==> config.mk <==
export PLATFORM = sky130hd
export DESIGN_NAME = pipeline_controller_flat
export DESIGN_NICKNAME = d
export VERILOG_FILES = /design/src/rtl/pipeline_controller_if.sv /design/src/rtl/pipeline_controller.sv /design/src/flat_wrapper.sv
export SDC_FILE = /design/constraint.sdc
export NUM_CORES = 1
export LEC_CHECK = 0
export BUFFER_PORTS_ARGS = -buffer_cell sky130_fd_sc_hd__buf_2
export CORE_ASPECT_RATIO = 1.5
export CORE_MARGIN = 2
export CORE_UTILIZATION = 53
export CTS_CLUSTER_SIZE = 40
export DETAILED_ROUTE_END_ITERATION = 16
export GPL_TIMING_DRIVEN = 0
export PLACE_DENSITY = 0.95
export SLEW_MARGIN = 25
export SYNTH_ARGS = -nofsm -noshare
export SYNTH_HDL_FRONTEND = slang
export SYNTH_SLANG_ARGS = --single-unit
==> constraint.sdc <==
create_clock -name clk -period 3.55 [get_ports clk]
set_input_delay 0.355 -clock clk [delete_from_list [all_inputs] [get_ports clk]]
set_output_delay 0.355 -clock clk [all_outputs]
set_load 0.02 [all_outputs]
==> src/rtl/pipeline_controller_if.sv <==
// Pipeline control bus: hazard/branch inputs from the datapath and
// advance/flush/bubble controls back to the pipeline registers.
interface pipeline_controller_if #(
  parameter int len    = 32,
  parameter int nb_reg = 5
);
  logic              in_mode_step;
  logic              in_run;
  logic              in_step;
  logic              in_halt;
  logic              in_id_ex_mem_read;
  logic [nb_reg-1:0] in_id_ex_rt;
  logic [nb_reg-1:0] in_if_id_rs;
  logic [nb_reg-1:0] in_if_id_rt;
  logic              in_branch_taken;
  logic              in_jump;
  logic              out_pc_enable;
  logic              out_if_id_enable;
  logic              out_if_id_flush;
  logic              out_id_ex_bubble;
  logic [1:0]        out_state;
  logic [len-1:0]    out_cycle_count;
  logic              out_done;

  // Datapath / debug side that drives requests and observes controls
  modport master (
    output in_mode_step, in_run, in_step, in_halt, in_id_ex_mem_read,
           in_id_ex_rt, in_if_id_rs, in_if_id_rt, in_branch_taken, in_jump,
    input  out_pc_enable, out_if_id_enable, out_if_id_flush,
           out_id_ex_bubble, out_state, out_cycle_count, out_done
  );

  // Controller side
  modport slave (
    input  in_mode_step, in_run, in_step, in_halt, in_id_ex_mem_read,
           in_id_ex_rt, in_if_id_rs, in_if_id_rt, in_branch_taken, in_jump,
    output out_pc_enable, out_if_id_enable, out_if_id_flush,
           out_id_ex_bubble, out_state, out_cycle_count, out_done
  );
endinterface

==> src/rtl/pipeline_controller.sv <==
// Run/step/halt controller for a 5-stage pipeline with load-use stall
// detection and branch/jump flush generation. Counts advance cycles.
module pipeline_controller #(
  parameter int len    = 32,
  parameter int nb_reg = 5
) (
  input  logic                  clk,
  input  logic                  reset,
  pipeline_controller_if.slave  bus
);
  typedef enum logic [1:0] {
    IDLE   = 2'd0,
    RUN    = 2'd1,
    STEP   = 2'd2,
    HALTED = 2'd3
  } state_t;

  state_t         state_reg;
  logic [len-1:0] count_reg;
  logic           done_reg;
  logic           adv;
  logic           stall;
  logic           pc_enable;

  // Pipeline advances only while running or stepping; a load in ID/EX whose
  // destination feeds the IF/ID instruction forces a one-cycle stall.
  always_comb begin
    adv       = (state_reg == RUN) || (state_reg == STEP);
    stall     = adv && bus.in_id_ex_mem_read && (bus.in_id_ex_rt != '0) &&
                ((bus.in_id_ex_rt == bus.in_if_id_rs) ||
                 (bus.in_id_ex_rt == bus.in_if_id_rt));
    pc_enable = adv && !stall;
  end

  // Control outputs: stall suppresses the flush so the bubbled instruction
  // is not lost; the flush reappears once the hazard clears.
  always_comb begin
    bus.out_pc_enable    = pc_enable;
    bus.out_if_id_enable = pc_enable;
    bus.out_if_id_flush  = pc_enable && (bus.in_branch_taken || bus.in_jump);
    bus.out_id_ex_bubble = stall;
    bus.out_state        = state_reg;
    bus.out_cycle_count  = count_reg;
    bus.out_done         = done_reg;
  end

  // State machine and advance counter; reset wins over every transition.
  always_ff @(posedge clk) begin
    if (reset) begin
      state_reg <= IDLE;
      count_reg <= '0;
      done_reg  <= 1'b0;
    end else begin
      if (adv)
        count_reg <= count_reg + len'(1);
      case (state_reg)
        IDLE: begin
          if (bus.in_mode_step && bus.in_step)
            state_reg <= STEP;
          else if (!bus.in_mode_step && bus.in_run)
            state_reg <= RUN;
        end
        RUN: begin
          if (bus.in_halt) begin
            state_reg <= HALTED;
            done_reg  <= 1'b1;
          end
        end
        STEP: begin
          if (bus.in_halt) begin
            state_reg <= HALTED;
            done_reg  <= 1'b1;
          end else if (pc_enable) begin
            state_reg <= IDLE;
          end
        end
        default: begin
          state_reg <= HALTED;
          done_reg  <= 1'b1;
        end
      endcase
    end
  end
endmodule

==> src/flat_wrapper.sv <==
// flat-port wrapper written by rule: the top's interface ports become plain ports
module pipeline_controller_flat 
#(
  parameter int len    = 32,
  parameter int nb_reg = 5
)
  (clk, reset, bus_in_mode_step, bus_in_run, bus_in_step, bus_in_halt, bus_in_id_ex_mem_read, bus_in_id_ex_rt, bus_in_if_id_rs, bus_in_if_id_rt, bus_in_branch_taken, bus_in_jump, bus_out_pc_enable, bus_out_if_id_enable, bus_out_if_id_flush, bus_out_id_ex_bubble, bus_out_state, bus_out_cycle_count, bus_out_done);
  pipeline_controller_if #(.len(len), .nb_reg(nb_reg)) bus_i ();
  input  logic clk;
  input  logic reset;
  input wire logic [$bits(bus_i.in_mode_step)-1:0] bus_in_mode_step;
  input wire logic [$bits(bus_i.in_run)-1:0] bus_in_run;
  input wire logic [$bits(bus_i.in_step)-1:0] bus_in_step;
  input wire logic [$bits(bus_i.in_halt)-1:0] bus_in_halt;
  input wire logic [$bits(bus_i.in_id_ex_mem_read)-1:0] bus_in_id_ex_mem_read;
  input wire logic [$bits(bus_i.in_id_ex_rt)-1:0] bus_in_id_ex_rt;
  input wire logic [$bits(bus_i.in_if_id_rs)-1:0] bus_in_if_id_rs;
  input wire logic [$bits(bus_i.in_if_id_rt)-1:0] bus_in_if_id_rt;
  input wire logic [$bits(bus_i.in_branch_taken)-1:0] bus_in_branch_taken;
  input wire logic [$bits(bus_i.in_jump)-1:0] bus_in_jump;
  output wire logic [$bits(bus_i.out_pc_enable)-1:0] bus_out_pc_enable;
  output wire logic [$bits(bus_i.out_if_id_enable)-1:0] bus_out_if_id_enable;
  output wire logic [$bits(bus_i.out_if_id_flush)-1:0] bus_out_if_id_flush;
  output wire logic [$bits(bus_i.out_id_ex_bubble)-1:0] bus_out_id_ex_bubble;
  output wire logic [$bits(bus_i.out_state)-1:0] bus_out_state;
  output wire logic [$bits(bus_i.out_cycle_count)-1:0] bus_out_cycle_count;
  output wire logic [$bits(bus_i.out_done)-1:0] bus_out_done;
  assign bus_i.in_mode_step = bus_in_mode_step;
  assign bus_i.in_run = bus_in_run;
  assign bus_i.in_step = bus_in_step;
  assign bus_i.in_halt = bus_in_halt;
  assign bus_i.in_id_ex_mem_read = bus_in_id_ex_mem_read;
  assign bus_i.in_id_ex_rt = bus_in_id_ex_rt;
  assign bus_i.in_if_id_rs = bus_in_if_id_rs;
  assign bus_i.in_if_id_rt = bus_in_if_id_rt;
  assign bus_i.in_branch_taken = bus_in_branch_taken;
  assign bus_i.in_jump = bus_in_jump;
  assign bus_out_pc_enable = bus_i.out_pc_enable;
  assign bus_out_if_id_enable = bus_i.out_if_id_enable;
  assign bus_out_if_id_flush = bus_i.out_if_id_flush;
  assign bus_out_id_ex_bubble = bus_i.out_id_ex_bubble;
  assign bus_out_state = bus_i.out_state;
  assign bus_out_cycle_count = bus_i.out_cycle_count;
  assign bus_out_done = bus_i.out_done;
  pipeline_controller #(.len(len), .nb_reg(nb_reg)) u_core (.clk(clk), .reset(reset), .bus(bus_i));
endmodule
==> qor.csv, run 1 <==
metric,value,unit
worstMarginPinSlew,472.0,ps
cts_root_buffer,clkbuf_8,
fmax,425.0,MHz
crit_path_max_fanout,10,
start_util,0.5565,
core-area,3191,um2
ys_ff_latch,35,
core.rowCount,25,
synth_area,1775,um2
yosysSeqAreaShare,0.3946,
cp-end-kind,flip-flop,
syn-instance-count,202,
hold_slack,468.9,ps
cts_htree_levels,2,
r2r-end,u_core.bus.out_cycle_count[24],
post-place-cells,303,
finalHoldViolations,0,
cp_cell_sequence,"inv_1, ha_1, buf_6, and4_4, and3_4, nor3b_4, nand2_2, or3_1, a21oi_1",
layout.nets,298,
grt-ovfl-total,0,
cts_buffers,5,
maxCapViolCount,0,
dp_hpwl,2958,um
finalSetupViolations,0,
relSlewSlack,0.6853,
clk_latency,290,ps
wire_per_inst,13.13,um
final_cells,311,
ant_nets,0,
port_buffers,61,
clock_sinks,35,
powerDensity,507.7,nW/um2
ctsHoldBuffers,0,
clockBufferDepth,2,
cts_resized,0,
dpl_cell_area,2131,um2
cp_slowest_stage_delay,380,ps
path_clk_slew,70,ps
tns,0,ps
postCtsSetupRepairBufs,0,
die_h,74.89,um
gp_congestion,0.7727,
antennaDiodeCount,0,
final_cell_area,2248,um2
timing.rr.start,u_core.bus.out_state[0],
min_period,2353,ps
grt_use_total,0.2237,
cp_slowest_cell,dfxtp_1,
path_buf_inv,2,
fin_worst_skew,3.880,ps
area_growth,26.64,%
rrSetupSlack,1200,ps
hp-class,in -> reg,
drive_above_1_share,0.3063,
antenna_found_initial,0,
cp.arrival,2580,ps
grt_pass1_wl,6389,um
peakVddDrop,0.3003,mV
r2r_cells,9,
status,completed,
die_area,3838,um2
ys_warn_count,0,
pin_count,63,
syn_avg_cell_area,8.789,um2
grt_max_degree,12,
report.final.slew_viol_count,0,
critPathLaunchType,flip-flop,
num_vias,1628,
synth_flop_cell,dfxtp_1,
wirelength,4083,um
async_flop_share,0,
rsz0062_at_grt,no,
synth_edf_count,0,
die_x,51.26,um
synth_cell_types,39,
first_pass_iters,4,
period_share,0.6628,
grt_pass1_vias,1519,
path_class,reg -> reg,
post-route-drc-count,0,
final_core_util,0.7047,
tritoncts,done,
p_leak,1.047,nW
critPathTopFamily,simple AND/OR/NAND/NOR gates,
syn_nets,230,
holdPathEnd,u_core.bus.out_cycle_count[24],
hold-path-cell-count,2,
cp.required,3780,ps
via_per_inst,5.235,
dr.first_iter.drc_count,16,
holdCritStartpoint,reset,
-- cells in the mapped netlist (3+ instances only) --
master,n,area (um2)
and3_2,4,30.03
xnor2_1,13,113.9
nor2_1,36,135.1
inv_1,5,18.77
clkbuf_1,3,11.26
nor3_1,3,15.01
or3_1,5,31.28
xor2_1,24,210.2
a21oi_1,7,35.03
and3_1,3,18.77
and4_1,3,26.28
nand3_1,11,55.05
dfxtp_1,35,700.7
ha_1,4,50.05
nand4_1,5,31.28
nand2_1,11,41.29
o21ai_0,7,35.03
-- layout by cell type, fill, tap and decap left out, types with 2 or more instances in the layout --
cell type and instances:
a21oi_1 7, and3_1 3, and3_2 4, and4_1 3, buf_2 61, clkbuf_1 3, clkbuf_8 6, dfxtp_1 35
ha_1 4, inv_1 5, nand2_1 11, nand3_1 11, nand4_1 5, nor2_1 36, nor3_1 3, o21a_1 2
o21ai_0 7, or3_1 5, xnor2_1 13, xor2_1 24
-- flip-flops by register name, indices dropped and copies added (netlist names) --
name and cells:
u_core.bus.out_done 1, u_core.bus.out_state 2, u_core.bus.out_cycle_count 32
-- layout make-up --
type	count	area [um2]
buffer	6	33.78
timing repair buffer	61	305.3
tap	40	50.05
fill	266	942.2
clock inverter	2	35.03
sequential	35	700.7
inverter	5	18.77
clock buffer	6	82.58
multi-input combinational	156	1022
-- power breakdown --
part	internal [mW]	total (mW)	switching (mW)
registers	0.415	0.439	0.0241
clock network	0.227	0.372	0.145
logic	0.138	0.330	0.191
-- metal layers --
layer  share of wire  track usage
met5               0            0
met4           0.016       0.1023
met3           0.059      0.05754
met2            0.55       0.4286
met1            0.38       0.2231
-- kinds of logic (layout without fill, tap and decap cells) --
logic type,Yosys count,in the layout,share of synthesized area
adder cells (fa/ha/maj),4,4,0.02819
flip-flops,35,35,0.3946
multiplexers,2,2,0.01198
buffers and inverters,11,80,0.02960
AND/OR/NAND/NOR,94,94,0.2925
XOR/XNOR,37,37,0.1825
AO/OA/AOI/OAI,19,19,0.06060
-- how the worst max path moves through the flow --
stage	depth (start not counted)	endpoint	start	slack, ps
floorplan	9	u_core.bus.out_cycle_count[24]	u_core.bus.out_state[0]	1310
global placement	9	u_core.bus.out_cycle_count[24]	u_core.bus.out_state[0]	1270
detailed placement	9	u_core.bus.out_cycle_count[24]	u_core.bus.out_state[0]	1240
CTS	9	u_core.bus.out_cycle_count[24]	u_core.bus.out_state[0]	1180
global route	9	u_core.bus.out_cycle_count[24]	u_core.bus.out_state[0]	1010
finish	9	u_core.bus.out_cycle_count[24]	u_core.bus.out_state[0]	1200
-- through the flow --
step           total power, mW  worst slack, ps
3_5_place_dp            0.7759             1242
6_report                 1.141             1197
3_3_place_gp            0.7608             1274
2_1_floorplan           0.6792             1312
5_1_grt                  1.189             1010
4_1_cts                  1.146             1177
Power figures use the tool's default switching activity.
==> inputs of run 2 (changes only) <==
--- a/config.mk
+++ b/config.mk
@@ -8,11 +8,11 @@
 export BUFFER_PORTS_ARGS = -buffer_cell sky130_fd_sc_hd__buf_2
 export CORE_ASPECT_RATIO = 1.5
 export CORE_MARGIN = 2
-export CORE_UTILIZATION = 53
+export CORE_UTILIZATION = 44
 export CTS_CLUSTER_SIZE = 40
 export DETAILED_ROUTE_END_ITERATION = 16
 export GPL_TIMING_DRIVEN = 0
-export PLACE_DENSITY = 0.95
+export PLACE_DENSITY = 0.86
 export SLEW_MARGIN = 25
 export SYNTH_ARGS = -nofsm -noshare
 export SYNTH_HDL_FRONTEND = slang
==> constraint.sdc (replaced) <==
create_clock -name clk -period 1.9 [get_ports clk]
set_input_delay 0.19 -clock clk [delete_from_list [all_inputs] [get_ports clk]]
set_output_delay 0.19 -clock clk [all_outputs]
set_load 0.02 [all_outputs]
==> qor.csv, run 2 (synthesized netlist as in run 1, its figures left out) <==
metric,value,unit,change
grt-ovfl-total,0,,unchanged
start_util,0.4525,,-0.1040
status,"finished, violations left",,
report.final.slew_viol_count,0,,unchanged
antennaDiodeCount,0,,unchanged
min_period,1996,ps,-357.1 ps
critPathLaunch,u_core.bus.out_state[1],,
cts_buffers,5,,unchanged
hp-class,in -> reg,,
gr-usage-met2,0.3726,,-0.05595
dr.first_iter.drc_count,40,,+24
largest_reg_flops,32,,unchanged
cts_root_buffer,clkbuf_8,,
port_buffers,61,,unchanged
path_class,reg -> reg,,
first_pass_iters,4,,unchanged
rsz0062_at_grt,yes,,
cp.arrival,2160,ps,-420 ps
cp.required,2070,ps,-1710 ps
gp_congestion,0.7988,,+3.4%
powerDensity,883.0,nW/um2,+74%
critPathLaunchType,flip-flop,,
final_common_cell,buf_2,,
area_growth,38.27,%,
violations,setup timing,,
grt_use_total,0.1923,,-0.03146
dp_hpwl,2977,um,+0.63%
holdCritStartpoint,reset,,
busiest_layer,met2,,
cts_htree_levels,2,,unchanged
grt_pass1_wl,6755,um,+5.7%
layout.nets,314,,+5.4%
drive_above_1_share,0.3833,,+0.07700
wirelength,4250,um,+4.1%
p_leak,1.131,nW,+8.0%
place_ws,-327.2,ps,-1569 ps
final_cell_mix,"buf_2, nor2_1, dfxtp_1",,
met1_usage,0.1801,,-0.04292
ant_nets,0,,unchanged
core.rowCount,28,,+12%
post-route-drc-count,0,,unchanged
final_cell_area,2455,um2,+9.2%
die_h,81.80,um,+9.2%
grt_pass1_vias,1601,,+5.4%
core-area,3924,um2,+23%
relSlewSlack,0.6676,,-0.01771
setup_ws,-95.85,ps,-1293 ps
clk_latency,290,ps,about the same
grt_max_degree,12,,unchanged
pin_count,63,,unchanged
num_vias,1671,,+2.6%
fin_worst_skew,4.211,ps,+0.3304 ps
timing.rr.start,u_core.bus.out_state[1],,
fmax,501.0,MHz,+18%
tritoncts,done,,
via_per_inst,5.033,,-3.9%
dpl_cell_area,2157,um2,+1.2%
path_clk_slew,70,ps,about the same
crit_path_max_fanout,5,,-5
clockBufferDepth,2,,unchanged
gr-usage-met3,0.05512,,-0.002422
period_share,1.050,,+0.3876
finalSetupViolations,10,,+10
wire_per_inst,12.80,um,-2.5%
maxCapViolCount,0,,unchanged
finalHoldViolations,0,,unchanged
cp-end-kind,flip-flop,,
clock_sinks,35,,unchanged
worstMarginPinSlew,498.6,ps,+26.57 ps
antenna_found_initial,0,,unchanged
peakVddDrop,0.6252,mV,+110%
die_area,4570,um2,+19%
die_x,55.87,um,+9.0%
## run 2: changes by cell type in the layout (fill, tap and decap cells not counted), sizes merged
cell / previous run / this run
buf: 64 / 80
bufinv: 1 / 0
clkbuf: 9 / 10
## run 2: repair_timing
| action | in CTS | in global routing |
|---|---|---|
| resized for setup | 8 | 9 |
| buffers inserted | 11 | 6 |
| endpoints found under the setup margin | 18 | 21 |
| hold buffers | 0 | 0 |
| pin swaps | 7 | 4 |
## run 2: path summary, 6_finish.rpt
path | depth (start not counted) | endpoint | slack (ps)
hold / removal | 2 | u_core.bus.out_cycle_count[19] | 290
setup / recovery | 9 | u_core.bus.out_cycle_count[18] | -100
setup reg to reg | 9 | u_core.bus.out_cycle_count[18] | -100
hold reg to reg | 2 | u_core.bus.out_done | 480
## run 2: area by class of cell
class | instances | area, um2
tap | 45 | 56.30
inverter | 5 | 23.77
clock buffer | 7 | 107.6
clock inverter | 1 | 5.005
sequential | 35 | 708.2
fill | 364 | 1469
multi-input combinational | 156 | 1080
buffer | 5 | 22.52
timing repair buffer | 78 | 451.7
## run 2: per-layer routing
| layer | wire length [um] | vias to the layer above |
|---|---|---|
| met5 | 0 | - |
| met2 | 2282 | 53 |
| met4 | 108 | 0 |
| met3 | 261 | 10 |
| met1 | 1598 | 754 |
| li1 | - | 854 |
## run 2: power breakdown
part / internal, mW / switching [mW]
logic: 0.317 / 0.376
registers: 0.784 / 0.0508
clock network: 0.371 / 0.268
total: 1.47 / 0.695
## run 2: stage by stage
step                      hold WS [ps]  utilization  cells  setup TNS (ps)  power (mW)
after floorplan                  431.6            -    202           -1046       1.303
after global placement           448.2       0.5497    308           -3183       1.462
after detailed placement         459.8       0.5497    308           -3596       1.479
after CTS                        295.4       0.6059    326          -342.8       2.157
after global routing             320.2       0.6256    332           -2199       2.275
final                            290.9       0.6256    332          -454.1       2.168
## run 2: worst max-delay path, cell delays in order (launching register included)
cell     delay [ps]
dfxtp_4         360
inv_4            40
ha_4            260
and4_4          230
and3_4          200
nor3b_4         270
buf_4           180
and3_4          190
xnor2_2         100
nor2_1           50
